`src/rtl/config_loader_pkg.sv`:
```
// Shared types and helpers for the configuration loader: FSM encoding, beat count, CRC-8 step.
package config_loader_pkg;

  typedef enum logic [1:0] {
    ST_IDLE   = 2'd0,
    ST_LOAD   = 2'd1,
    ST_CHECK  = 2'd2,
    ST_COMMIT = 2'd3
  } state_t;

  localparam logic [7:0] CRC8_POLY = 8'h07;

  function automatic int nbeats(input int cfg_w, input int din_w);
    return (cfg_w + din_w - 1) / din_w;
  endfunction

  // One serial CRC-8 step, MSB-first register, no reflection.
  function automatic logic [7:0] crc8_bit(input logic [7:0] crc, input logic b);
    logic fb;
    fb = crc[7] ^ b;
    return {crc[6:0], 1'b0} ^ (fb ? CRC8_POLY : 8'h00);
  endfunction

endpackage

```
`src/rtl/config_loader_crc8.sv`:
```
// Parallel CRC-8 over one DIN_W-bit beat per enable, bit 0 of the beat consumed first.
module config_loader_crc8
  import config_loader_pkg::*;
#(
  parameter int DIN_W = 8
) (
  input  logic             clk,
  input  logic             rst_n,
  input  logic             clr,
  input  logic             en,
  input  logic [DIN_W-1:0] din,
  output logic [7:0]       crc
);

  logic [7:0] crc_next;

  always_comb begin
    crc_next = crc;
    for (int i = 0; i < DIN_W; i++) begin
      crc_next = crc8_bit(crc_next, din[i]);
    end
  end

  always_ff @(posedge clk or negedge rst_n) begin
    if (!rst_n) begin
      crc <= 8'h00;
    end else if (clr) begin
      crc <= 8'h00;
    end else if (en) begin
      crc <= crc_next;
    end
  end

endmodule

```
`src/rtl/config_loader.sv`:
```
// Assembles a byte-beat config stream and commits it atomically to cfg_out.
// Optional trailing CRC-8 beat when CONFIG_LOADER_CRC_EN is defined.
module config_loader
  import config_loader_pkg::*;
#(
  parameter int CFG_W = 212,
  parameter int DIN_W = 8
) (
  input  logic             clk,
  input  logic             rst_n,
  input  logic             start,
  input  logic [DIN_W-1:0] din,
  input  logic             din_valid,
  output logic             din_ready,
  output logic [CFG_W-1:0] cfg_out,
  output logic             cfg_valid,
  output logic             busy,
  output logic             err,
  output logic [1:0]       state_dbg
);

  localparam int NBEATS = nbeats(CFG_W, DIN_W);
  localparam int CNT_W  = $clog2(NBEATS + 1);

  // Handshake: a beat transfers on a posedge where din_valid and din_ready are both high;
  // din_ready depends only on the state register, never on din_valid.
  state_t           state;
  logic [CNT_W-1:0] beat_cnt;
  logic [CFG_W-1:0] staging;
  logic [CFG_W-1:0] staging_wr;
  logic             accept;
  logic             restart;
  logic             last_beat;

  assign din_ready = (state == ST_LOAD) || (state == ST_CHECK);
  assign busy      = (state != ST_IDLE);
  assign state_dbg = state;
  assign accept    = din_valid && din_ready;
  assign restart   = start && (state != ST_COMMIT);
  assign last_beat = (beat_cnt == CNT_W'(NBEATS - 1));

  // Pad bits beyond CFG_W in the final beat simply have no destination.
  always_comb begin
    staging_wr = staging;
    for (int j = 0; j < CFG_W; j++) begin
      if (beat_cnt == CNT_W'(j / DIN_W)) staging_wr[j] = din[j % DIN_W];
    end
  end

`ifdef CONFIG_LOADER_CRC_EN
  logic [7:0] crc;
  logic       err_q;
  logic       crc_ok;

  config_loader_crc8 #(.DIN_W(DIN_W)) u_crc (
    .clk   (clk),
    .rst_n (rst_n),
    .clr   (restart),
    .en    (accept && !restart && (state == ST_LOAD)),
    .din   (din),
    .crc   (crc)
  );

  assign crc_ok = (din[7:0] == crc);
  assign err    = err_q;
`else
  assign err = 1'b0;
`endif

  always_ff @(posedge clk or negedge rst_n) begin
    if (!rst_n) begin
      state     <= ST_IDLE;
      beat_cnt  <= '0;
      staging   <= '0;
      cfg_out   <= '0;
      cfg_valid <= 1'b0;
`ifdef CONFIG_LOADER_CRC_EN
      err_q     <= 1'b0;
`endif
    end else begin
      cfg_valid <= 1'b0;
      if (restart) begin
        state    <= ST_LOAD;
        beat_cnt <= '0;
        staging  <= '0;
`ifdef CONFIG_LOADER_CRC_EN
        err_q    <= 1'b0;
`endif
      end else begin
        case (state)
          ST_LOAD: begin
            if (accept) begin
              staging <= staging_wr;
              if (last_beat) begin
                beat_cnt <= '0;
`ifdef CONFIG_LOADER_CRC_EN
                state    <= ST_CHECK;
`else
                state    <= ST_COMMIT;
`endif
              end else begin
                beat_cnt <= beat_cnt + CNT_W'(1);
              end
            end
          end
          ST_CHECK: begin
`ifdef CONFIG_LOADER_CRC_EN
            if (accept) begin
              if (crc_ok) begin
                state <= ST_COMMIT;
              end else begin
                state <= ST_IDLE;
                err_q <= 1'b1;
              end
            end
`else
            state <= ST_IDLE;
`endif
          end
          ST_COMMIT: begin
            cfg_out   <= staging;
            cfg_valid <= 1'b1;
            state     <= ST_IDLE;
          end
          default: begin
            state <= ST_IDLE;
          end
        endcase
      end
    end
  end

endmodule
```
`config.mk`:
```
export PLATFORM = sky130hd
export DESIGN_NAME = config_loader
export DESIGN_NICKNAME = d
export VERILOG_FILES = /design/src/rtl/config_loader_pkg.sv /design/src/rtl/config_loader_crc8.sv /design/src/rtl/config_loader.sv
export SDC_FILE = /design/constraint.sdc
export NUM_CORES = 1
export LEC_CHECK = 0
export CORE_ASPECT_RATIO = 1.4
export CORE_MARGIN = 4
export CORE_UTILIZATION = 24
export DETAILED_ROUTE_END_ITERATION = 16
export DONT_BUFFER_PORTS = 1
export PLACE_DENSITY = 0.48
export SYNTH_ARGS = -nofsm -noshare
export SYNTH_HDL_FRONTEND = slang
export SYNTH_SLANG_ARGS = --single-unit
export TNS_END_PERCENT = 10
```
`constraint.sdc`:
```
create_clock -name clk -period 2.1 [get_ports clk]
set_input_delay 0.63 -clock clk [delete_from_list [all_inputs] [get_ports clk]]
set_output_delay 0.63 -clock clk [all_outputs]
set_load 0.01 [all_outputs]
```
==> impl_metrics.py, run 1 <==
metrics = {
    "floorplan": {
        "ios": 230,
        "floorplan.die.width_um": 231,
        "design.die.area_um2": 73900,
        "floorplan_row_count": 114,
        "coreArea_um2": 69000,
        "start_util": 0.242,
        "chipHeight_um": 320,
    },
    "worst_setup_path": {
        "worstReg2RegEnd": "staging[144]$_DFFE_PN0P_",
        "critPathMaxStageDelay_ns": 0.43,
        "cp-start-kind": "register",
        "critical_path.top_delay_family": "compound AO/OA/AOI/OAI gates",
        "cp_num_cells": 8,
        "critical_path_arrival_ns": 2.62,
        "worst-r2r-setup-slack_ns": -0.07,
        "crit_type": "register to register",
        "timing.critical_path.slowest_stage_cell": "sky130_fd_sc_hd__a221o_4",
        "crit_required_ns": 2.55,
        "worst_setup_path_end_kind": "register",
        "worst-path-max-fanout": 8,
        "timing.rr.start": "state_dbg[1]$_DFFE_PN0P_",
        "timing.reg2reg.worst_path_depth": 8,
        "critPathBufInv": 3,
        "timing.critical_path.cells": "inv_2 -> ha_4 -> a31oi_4 -> a221o_4 -> clkbuf_16 -> a21oi_4 -> buf_12 -> mux2_4",
    },
    "run_status": {
        "violated_checks": "negative hold slack, max-slew violations, negative setup slack",
        "status": "finished with violations",
    },
    "timing": {
        "rsz0062_at_grt": "true",
        "report.final.setup_viol": 159,
        "worst-slew-pin-transition_ns": 1.51,
        "setup_ws_ns": -0.0678,
        "final.hold.worst_slack_ns": -0.228,
        "timing.slew.headroom": -0.00527,
        "fmaxAchievable_ghz": 0.461,
        "finalHoldViolations": 233,
        "final.min_clock_period_ns": 2.17,
        "timing.final.crit_share": 1.03,
        "clock_skew_ns": 0.0219,
        "timing.final.max_slew_violations": 22,
    },
    "route": {
        "route.final.wire_length_um": 45500,
        "post_drt_via_cell_ratio": 4.18,
        "route.antenna.remaining_nets": 0,
        "vias": 8625,
        "first_pass_iters": 4,
        "detailedRoute.firstIterationViolations": 365,
        "number_of_remaining_drc_errors": 0,
        "post_drt_wl_per_cell_um": 22.1,
    },
    "yosys": {
        "synth_sequential_area_ratio": 0.648,
        "synth.ff_latch_count": 432,
        "synthesis.nets": 1050,
        "post_synth_num_cell_types": 34,
        "syn-mean-instance-area_um2": 16.2,
        "synthesis.instances": 1030,
        "synth.cell_area_um2": 16700,
        "synthesis.yosys.warnings": 0,
    },
    "cells_and_area": {
        "layout.filler_cells": 6900,
        "multi_input_area_um2": 6380,
        "nets": 1122,
        "area_growth_pct": 26.2,
        "ff_latch_area_um2": 10800,
        "fin_cells": 2061,
        "drive_above_1_share": 0.544,
    },
    "clocking": {
        "htree_levels": 2,
        "clock_pin_slew_reported_for_the_worst_setup_and_hold_paths_after_clock_tree_synthesis_ns": 0.06,
        "cts-root-to-sink-buffers": 3,
        "clkLatencyLatePin_ns": 0.58,
        "sinks_on_clock_net": 432,
        "clockRootBuffer": "sky130_fd_sc_hd__clkbuf_16",
        "clock_tree_from_tritoncts": "done",
        "numCtsBuffers": 46,
    },
    "global_routing": {
        "globalRoute.totalOverflow": 0,
        "antenna_found_initial": 0,
        "track_usage": 0.120,
        "first_global_vias": 9474,
        "grt_max_degree": 433,
        "grt_pass1_wl_um": 66500,
    },
    "worst_hold_path": {
        "worstHoldPathType": "primary input to async pin",
    },
    "job": {
        "timing.max_cap.violations": 0,
    },
    "place": {
        "place.detailed.instances": 1976,
        "buffer_ports.inserted": 0,
        "globalplace.congestion": 0.737,
        "hpwl_um": 28300,
    },
    "power": {
        "power.net_switching_mw": 4.52,
        "p_leak_nw": 10.1,
        "p_int_mw": 15.0,
        "power.density_cell_area_nw_per_um2": 925,
        "vdd_ir_drop_max_mv": 0.579,
        "netSwitchingFraction": 0.232,
        "share_comb_of_total_power": 0.103,
        "power.clock.fraction": 0.423,
        "seqPwrFrac": 0.474,
        "report.power.total_mw": 19.5,
    },
}
[state kept, by name (all words and copies together) (netlist names)]
name / cells
beat_cnt: 5
cfg_out: 212
cfg_valid: 1
staging: 212
state_dbg: 2
[power by group through the flow]
stage          clock, mW  combinational, mW  sequential (mW)
5_1_grt             8.93               2.13             9.31
2_1_floorplan          0              0.991             9.25
3_5_place_dp           0               1.61             9.37
6_report            8.24               2.00             9.24
4_1_cts             8.64               1.69             9.22
3_3_place_gp           0               1.57             9.35
[what timing repair did]
action | in CTS | in global routing
endpoints found under the setup margin | 214 | 206
gates resized for setup | 33 | 156
endpoints found under the hold margin | 432 | 432
pin swaps | 6 | 8
buffers inserted | 3 | 1
gates cloned | 0 | 2
[area by class of cell]
cell class | instances | area share
diodes | 1 | 0.000119
clock buffers | 59 | 0.0613
clock inverters | 19 | 0.0103
inverters | 8 | 0.00143
multi-input cells | 533 | 0.303
flip-flops and latches | 432 | 0.513
well taps | 928 | 0.0551
repair buffers | 81 | 0.0558
[synth_stat cells, drive strengths merged]
cell type	count	share of area
a21oi	26	0.013
a221o	1	0.00060
a22o	8	0.0042
a31oi	2	0.00075
and2	8	0.0030
and3	1	0.00038
buf	10	0.0049
clkbuf	47	0.011
conb	1	0.00022
dfrtp	432	0.65
ha	8	0.0060
inv	8	0.0018
mux2	416	0.28
nand2	8	0.0018
nand2b	3	0.0011
nand3	14	0.0042
nor2	17	0.0095
nor2b	9	0.0034
nor4	1	0.00038
o211a	1	0.00060
o21ai	6	0.0018
o21bai	1	0.00045
o31ai	1	0.00045
or4	1	0.00045
[cell families after synthesis]
family | share of synthesized area
flip-flops | 0.648
multiplexers | 0.282
buffers and inverters | 0.0172
AND/OR/NAND/NOR | 0.0242
AO/OA/AOI/OAI | 0.0223
adder cells (fa/ha/maj) | 0.00600
other | 0.000225
[worst max-delay path by stage]
stage | end | slack (ns) | startpoint
3_3_place_gp | staging[98]$_DFFE_PN0P_ | -0.12 | state_dbg[1]$_DFFE_PN0P_
4_1_cts | staging[35]$_DFFE_PN0P_ | -0.07 | state_dbg[1]$_DFFE_PN0P_
2_1_floorplan | staging[152]$_DFFE_PN0P_ | -0.05 | state_dbg[0]$_DFFE_PN0P_
3_5_place_dp | staging[99]$_DFFE_PN0P_ | -0.12 | state_dbg[1]$_DFFE_PN0P_
6_report | staging[144]$_DFFE_PN0P_ | -0.07 | state_dbg[1]$_DFFE_PN0P_
5_1_grt | staging[173]$_DFFE_PN0P_ | -0.12 | state_dbg[1]$_DFFE_PN0P_
[through the flow]
step / TNS [ns] / utilization / cell area, µm² / worst slack [ns]
3_5_place_dp: -11.52 / 0.271 / 18700 / -0.123
4_1_cts: -3.85 / 0.295 / 20400 / -0.0720
6_report: -4.95 / 0.305 / 21100 / -0.0678
5_1_grt: -15.84 / 0.305 / 21100 / -0.116
2_1_floorplan: -0.791 / - / 16700 / -0.0474
3_3_place_gp: -12.49 / 0.271 / 18700 / -0.122
[cell usage in the layout (no fill, tap or decap), drive strengths merged, types with 2 or more instances in the layout]
cell type and instances:
nand3 14, ha 8, dfrtp 432, a31oi 2, mux2 416, clkinvlp 3
nor2 17, nand2 8, a21oi 26, nor2b 9, bufinv 4, inv 9
nand2b 3, and2 8, buf 79, clkinv 11, clkbuf 61, a22o 8
o21ai 6
[routing by layer]
layer | GRT usage | vias to the layer above | part of all wire
met4 | 0.0370 | 0 | 0.029
met2 | 0.211 | 183 | 0.51
met3 | 0.0358 | 60 | 0.060
li1 | - | 3773 | -
met1 | 0.141 | 4609 | 0.40
met5 | 0 | - | 0
Power figures use the tool's default switching activity.
==> run 2: changes to the inputs <==
--- a/config.mk
+++ b/config.mk
@@ -10,7 +10,7 @@
 export CORE_UTILIZATION = 24
 export DETAILED_ROUTE_END_ITERATION = 16
 export DONT_BUFFER_PORTS = 1
-export PLACE_DENSITY = 0.48
+export PLACE_DENSITY_LB_ADDON = 0.25
 export SYNTH_ARGS = -nofsm -noshare
 export SYNTH_HDL_FRONTEND = slang
 export SYNTH_SLANG_ARGS = --single-unit
==> run 2 against run 1 <==
Compared with the run above: the run ends with negative hold slack, negative setup slack left; die area unchanged; sequential power is essentially flat; first-iteration DRC count fell by 2.7%; sequential cell count is the same; power is 0.65% lower; non-clock buffer count decreased by 9; final cell count shrank 0.24%; utilization decreased by 0.74 points; clock skew decreased by 0.0061 ns; setup slack better by 0.011 ns; highest routed layer unchanged.
==> impl_metrics.py, run 2 (same netlist as run 1, synthesis figures left out) <==
metrics = {
    "run_status": {
        "status": "finished with violations",
        "violated_checks": "negative hold slack, negative setup slack",
    },
    "cells_and_area": {
        "num_antenna_cells": 0,
        "drive_above_1_share": 0.537,
        "most-common-layout-cells": "sky130_fd_sc_hd__dfrtp_1, sky130_fd_sc_hd__mux2_2, sky130_fd_sc_hd__mux2_4",
        "largest_registers": "cfg_out: 212 flops, staging: 212 flops, beat_cnt: 5 flops",
        "area_growth_pct": 23.2,
        "nets": 1113,
        "mostFrequentLayoutCell": "sky130_fd_sc_hd__dfrtp_1",
        "layout.cell_area.non_filler_um2": 20600,
    },
    "power": {
        "power.density_cell_area_nw_per_um2": 941,
        "p_leak_nw": 9.71,
        "vdd_ir_drop_max_mv": 0.523,
    },
    "clocking": {
        "clock_tree_from_tritoncts": "done",
        "clkLatencyLatePin_ns": 0.58,
        "numCtsBuffers": 46,
        "clockRootBuffer": "sky130_fd_sc_hd__clkbuf_16",
        "clock_pin_slew_reported_for_the_worst_setup_and_hold_paths_after_clock_tree_synthesis_ns": 0.06,
        "htree_levels": 2,
        "sinks_on_clock_net": 432,
        "cts-root-to-sink-buffers": 3,
    },
    "route": {
        "detailedRoute.firstIterationViolations": 355,
        "vias": 8631,
        "post_drt_wl_per_cell_um": 21.5,
        "route.antenna.remaining_nets": 0,
        "route.final.wire_length_um": 44300,
        "post_drt_via_cell_ratio": 4.20,
        "first_pass_iters": 4,
        "number_of_remaining_drc_errors": 0,
    },
    "timing": {
        "final.min_clock_period_ns": 2.16,
        "rsz0062_at_grt": "true",
        "finalHoldViolations": 432,
        "fmaxAchievable_ghz": 0.464,
        "worst-slew-pin-transition_ns": 1.03,
        "final.hold.worst_slack_ns": -0.221,
        "timing.final.max_slew_violations": 0,
        "clock_skew_ns": 0.0158,
        "setup_ws_ns": -0.0566,
        "timing.final.crit_share": 1.03,
        "timing.slew.headroom": 0.312,
        "report.final.setup_viol": 182,
        "fin_setup_tns_ns": -4.91,
    },
    "floorplan": {
        "start_util": 0.242,
        "coreArea_um2": 69000,
        "floorplan.die.width_um": 231,
        "ios": 230,
        "design.die.area_um2": 73900,
        "floorplan_row_count": 114,
        "chipHeight_um": 320,
    },
    "global_routing": {
        "grt_pass1_wl_um": 66500,
        "global_route_layer_with_the_greatest_usage": "met2",
        "grtUsageMet2": 0.211,
        "grt_max_degree": 433,
        "track_usage": 0.120,
        "antenna_found_initial": 2,
        "globalRoute.totalOverflow": 0,
        "first_global_vias": 9550,
        "gr-usage-met1": 0.137,
        "use_met3": 0.0376,
    },
    "worst_setup_path": {
        "timing.critical_path.cells": "inv_2 -> ha_4 -> a31oi_4 -> a221o_4 -> buf_4 -> a21oi_4 -> buf_12 -> mux2_2",
        "critical_path_arrival_ns": 2.61,
        "timing.rr.start": "state_dbg[1]$_DFFE_PN0P_",
        "crit_required_ns": 2.56,
        "crit_type": "register to register",
        "cp-start-kind": "register",
        "worst_setup_path_end_kind": "register",
        "critPathBufInv": 3,
        "critical_path.startpoint": "state_dbg[1]$_DFFE_PN0P_",
        "timing.critical_path.slowest_stage_cell": "sky130_fd_sc_hd__dfrtp_2",
        "critPathMaxStageDelay_ns": 0.38,
        "critical_path.top_delay_family": "compound AO/OA/AOI/OAI gates",
        "worst-path-max-fanout": 8,
    },
    "place": {
        "hpwl_um": 28300,
        "buffer_ports.inserted": 0,
        "globalplace.congestion": 0.742,
        "placed_area_um2": 18700,
    },
    "job": {
        "timing.max_cap.violations": 0,
    },
    "worst_hold_path": {
        "worstHoldPathType": "primary input to async pin",
    },
}
-- run 2: cell types whose count changed in the layout (fill, tap and decap cells not counted), sizes merged --
| cell | previous run | this run |
|---|---|---|
| buf | 79 | 72 |
| clkbuf | 61 | 66 |
| diode | 1 | 0 |
| clkinv | 11 | 6 |
| clkinvlp | 3 | 4 |
| inv | 9 | 11 |
-- run 2: layout make-up --
class / instances / area (µm²)
Timing Repair Buffer: 72 / 1080
Multi-Input combinational cell: 533 / 5920
Sequential cell: 432 / 10800
Clock inverter: 17 / 210
Tap cell: 928 / 1160
Fill cell: 6974 / 48500
Clock buffer: 66 / 1350
Inverter: 8 / 30.0
-- run 2: layer usage --
| metal | up-vias | part of all wire |
|---|---|---|
| met2 | 192 | 0.51 |
| li1 | 3779 | - |
| met1 | 4591 | 0.39 |
| met4 | 0 | 0.031 |
| met5 | - | 0 |
| met3 | 69 | 0.065 |
-- run 2: repair_timing --
action / CTS / global route
endpoints found under the setup margin: 205 / 265
buffers inserted: 3 / 0
endpoints found under the hold margin: 432 / 432
pin swaps: 1 / 3
resized for setup: 46 / 24
cloned: 0 / 0
-- run 2: worst paths after layout --
check	end	cells past startpoint	slack (ns)
worst max-delay path	staging[185]$_DFFE_PN0P_	8	-0.06
worst min-delay path	staging[133]$_DFFE_PN0P_	0	-0.22
worst max register to register	staging[185]$_DFFE_PN0P_	8	-0.06
worst min register to register	cfg_out[61]$_DFFE_PN0P_	1	0.50
max in group asynchronous	staging[72]$_DFFE_PN0P_	0	1.55
min in group clk	staging[123]$_DFFE_PN0P_	1	0.19
-- run 2: per-stage QoR --
step,hold WS [ns],total power [mW],instances,util,worst slack (ns)
floorplan,0.334,10.2,1030,-,-0.0474
global placement,0.351,10.9,1970,0.271,-0.165
detailed placement,0.359,11.0,1970,0.271,-0.196
CTS,-0.288,19.7,2056,0.296,-0.0606
global route,-0.272,20.2,2056,0.298,-0.140
finish,-0.221,19.4,2056,0.298,-0.0566
-- run 2: report_power, final --
| group | switching (mW) | internal (mW) |
|---|---|---|
| registers | 0.331 | 8.91 |
| clock network | 3.42 | 4.98 |
| logic | 0.700 | 1.02 |
==> run 3: changes to the inputs <==
--- a/config.mk
+++ b/config.mk
@@ -6,7 +6,7 @@
 export NUM_CORES = 1
 export LEC_CHECK = 0
 export CORE_ASPECT_RATIO = 1.4
-export CORE_MARGIN = 4
+export CORE_MARGIN = 2
 export CORE_UTILIZATION = 24
 export DETAILED_ROUTE_END_ITERATION = 16
 export DONT_BUFFER_PORTS = 1
==> run 3 against run 2 <==
Compared with the run above: the flow still finishes with violations (negative hold slack, negative setup slack); sequential share of layout area about the same; utilization increased by 0.071 points; wire length decreased by 2.1%; combinational power about the same; final cell count increased by 0.19%; count of clock-buffer cells in the layout decreased by 4; design area about the same; critical path depth unchanged; die area decreased by 3.0%; sequential cell count unchanged; via count decreased by 0.60%; critical path type unchanged.
==> impl_metrics.py, run 3 (same netlist as run 1, synthesis figures left out) <==
metrics = {
    "place": {
        "hpwl_um": 27600,
        "buffer_ports.inserted": 0,
        "globalplace.congestion": 0.715,
        "placed_area_um2": 18800,
    },
    "worst_setup_path": {
        "worst_setup_path_end_kind": "register",
        "critPathMaxStageDelay_ns": 0.40,
        "timing.critical_path.slowest_stage_cell": "sky130_fd_sc_hd__dfrtp_2",
        "cp-start-kind": "register",
        "crit_type": "register to register",
        "crit_required_ns": 2.56,
        "timing.critical_path.mode_cell": "sky130_fd_sc_hd__buf_12",
        "worst-path-max-fanout": 13,
        "timing.critical_path.cells": "inv_2 -> ha_4 -> a31oi_1 -> a221o_4 -> buf_12 -> a21oi_4 -> buf_12 -> mux2_2",
        "critical_path_arrival_ns": 2.69,
    },
    "power": {
        "vdd_ir_drop_max_mv": 0.551,
        "power.density_cell_area_nw_per_um2": 939,
        "p_leak_nw": 9.70,
    },
    "timing": {
        "setup_ws_ns": -0.123,
        "final.hold.worst_slack_ns": -0.226,
        "report.final.setup_viol": 198,
        "timing.final.crit_share": 1.06,
        "rsz0062_at_grt": "true",
        "fin_setup_tns_ns": -9.87,
        "worst-slew-pin-transition_ns": 1.26,
        "timing.final.max_slew_violations": 0,
        "fmaxAchievable_ghz": 0.450,
        "finalHoldViolations": 390,
        "final.min_clock_period_ns": 2.22,
        "clock_skew_ns": 0.0380,
        "timing.slew.headroom": 0.160,
    },
    "floorplan": {
        "design.die.area_um2": 71700,
        "ios": 230,
        "floorplan_row_count": 114,
        "floorplan.die.width_um": 227,
        "coreArea_um2": 68900,
        "start_util": 0.242,
        "chipHeight_um": 316,
    },
    "global_routing": {
        "track_usage": 0.122,
        "globalRoute.totalOverflow": 0,
        "antenna_found_initial": 2,
        "grt_max_degree": 433,
        "first_global_vias": 9281,
        "grt_pass1_wl_um": 64100,
    },
    "clocking": {
        "htree_levels": 2,
        "clock_pin_slew_reported_for_the_worst_setup_and_hold_paths_after_clock_tree_synthesis_ns": 0.07,
        "sinks_on_clock_net": 432,
        "clkLatencyLatePin_ns": 0.61,
        "numCtsBuffers": 44,
        "clock_tree_from_tritoncts": "done",
        "clockRootBuffer": "sky130_fd_sc_hd__clkbuf_16",
        "cts-root-to-sink-buffers": 3,
    },
    "cells_and_area": {
        "layout.cell_area.non_filler_um2": 20600,
        "largest_registers": "cfg_out: 212 flops, staging: 212 flops, beat_cnt: 5 flops",
        "num_antenna_cells": 0,
        "layout.filler_cells": 6854,
        "most-common-layout-cells": "sky130_fd_sc_hd__dfrtp_1, sky130_fd_sc_hd__mux2_2, sky130_fd_sc_hd__clkbuf_16",
        "nets": 1120,
        "mostFrequentLayoutCell": "sky130_fd_sc_hd__dfrtp_1",
        "area_growth_pct": 23.2,
        "drive_above_1_share": 0.543,
    },
    "run_status": {
        "violated_checks": "negative hold slack, negative setup slack",
        "status": "finished with violations",
    },
    "route": {
        "route.final.wire_length_um": 43300,
        "first_pass_iters": 4,
        "post_drt_wl_per_cell_um": 21.0,
        "post_drt_via_cell_ratio": 4.16,
        "vias": 8579,
        "number_of_remaining_drc_errors": 0,
        "route.antenna.remaining_nets": 0,
        "detailedRoute.firstIterationViolations": 353,
    },
    "job": {
        "timing.max_cap.violations": 0,
    },
    "worst_hold_path": {
        "worstHoldPathType": "primary input to async pin",
    },
}
## run 3: cell types whose count changed in the layout (fill, tap and decap cells not counted), sizes merged
cell	change
buf	+9
bufinv	+1
clkbuf	-4
clkinv	+2
clkinvlp	-2
inv	-2
## run 3: critical path, delay by kind of cell (launching register included)
kind	cells	cell delay (ns)
compound gates	3	0.64
mux	1	0.33
flops	1	0.40
buf+inv	3	0.40
fa+ha+maj	1	0.28
## run 3: power breakdown
group | total [mW] | internal, mW | switching (mW)
Combinational | 1.73 | 1.02 | 0.715
Sequential | 9.21 | 8.91 | 0.303
Clock | 8.37 | 4.94 | 3.42
## run 3: area by class of cell
class	instances	area, µm²	share of cell area
clock buffers	62	1300	0.0631
clock inverters	16	251	0.0122
inverters	8	30.0	0.00146
multi-input cells	533	5840	0.284
flip-flops and latches	432	10800	0.526
well taps	928	1160	0.0565
repair buffers	81	1180	0.0572
## run 3: repair_timing
action,in CTS,in global routing
pin swaps,11,0
setup buffers,2,0
gates resized for setup,35,11
gates cloned,0,0
setup endpoints to repair,208,264
endpoints found under the hold margin,432,432
## run 3: per-layer routing
layer  part of all wire  vias up  track usage
li1                   -     3774            -
met1               0.39     4540        0.138
met2               0.51      204        0.214
met3              0.067       61       0.0379
met4              0.029        0       0.0446
met5                  0        -            0
## run 3: metrics by stage
stage	power, mW	setup slack (ns)	std cells	utilization
final	19.3	-0.123	2060	0.299
after global routing	20.2	-0.191	2060	0.299
after CTS	19.7	-0.157	2060	0.298
after detailed placement	11.0	-0.169	1980	0.273
after global placement	11.0	-0.156	1980	0.273
after floorplan	10.2	-0.0474	1030	-
## run 3: path summary, 6_finish.rpt
check,from,to,slack (ns),cells after the start
min in group clk,din[3],staging[123]$_DFFE_PN0P_,0.19,1
worst min-delay path,rst_n,cfg_out[136]$_DFFE_PN0P_,-0.23,0
max in group asynchronous,rst_n,cfg_out[199]$_DFFE_PN0P_,1.33,0
worst max register to register,state_dbg[0]$_DFFE_PN0P_,staging[140]$_DFFE_PN0P_,-0.12,8
worst min register to register,staging[163]$_DFFE_PN0P_,cfg_out[163]$_DFFE_PN0P_,0.50,1
worst max-delay path,state_dbg[0]$_DFFE_PN0P_,staging[140]$_DFFE_PN0P_,-0.12,8
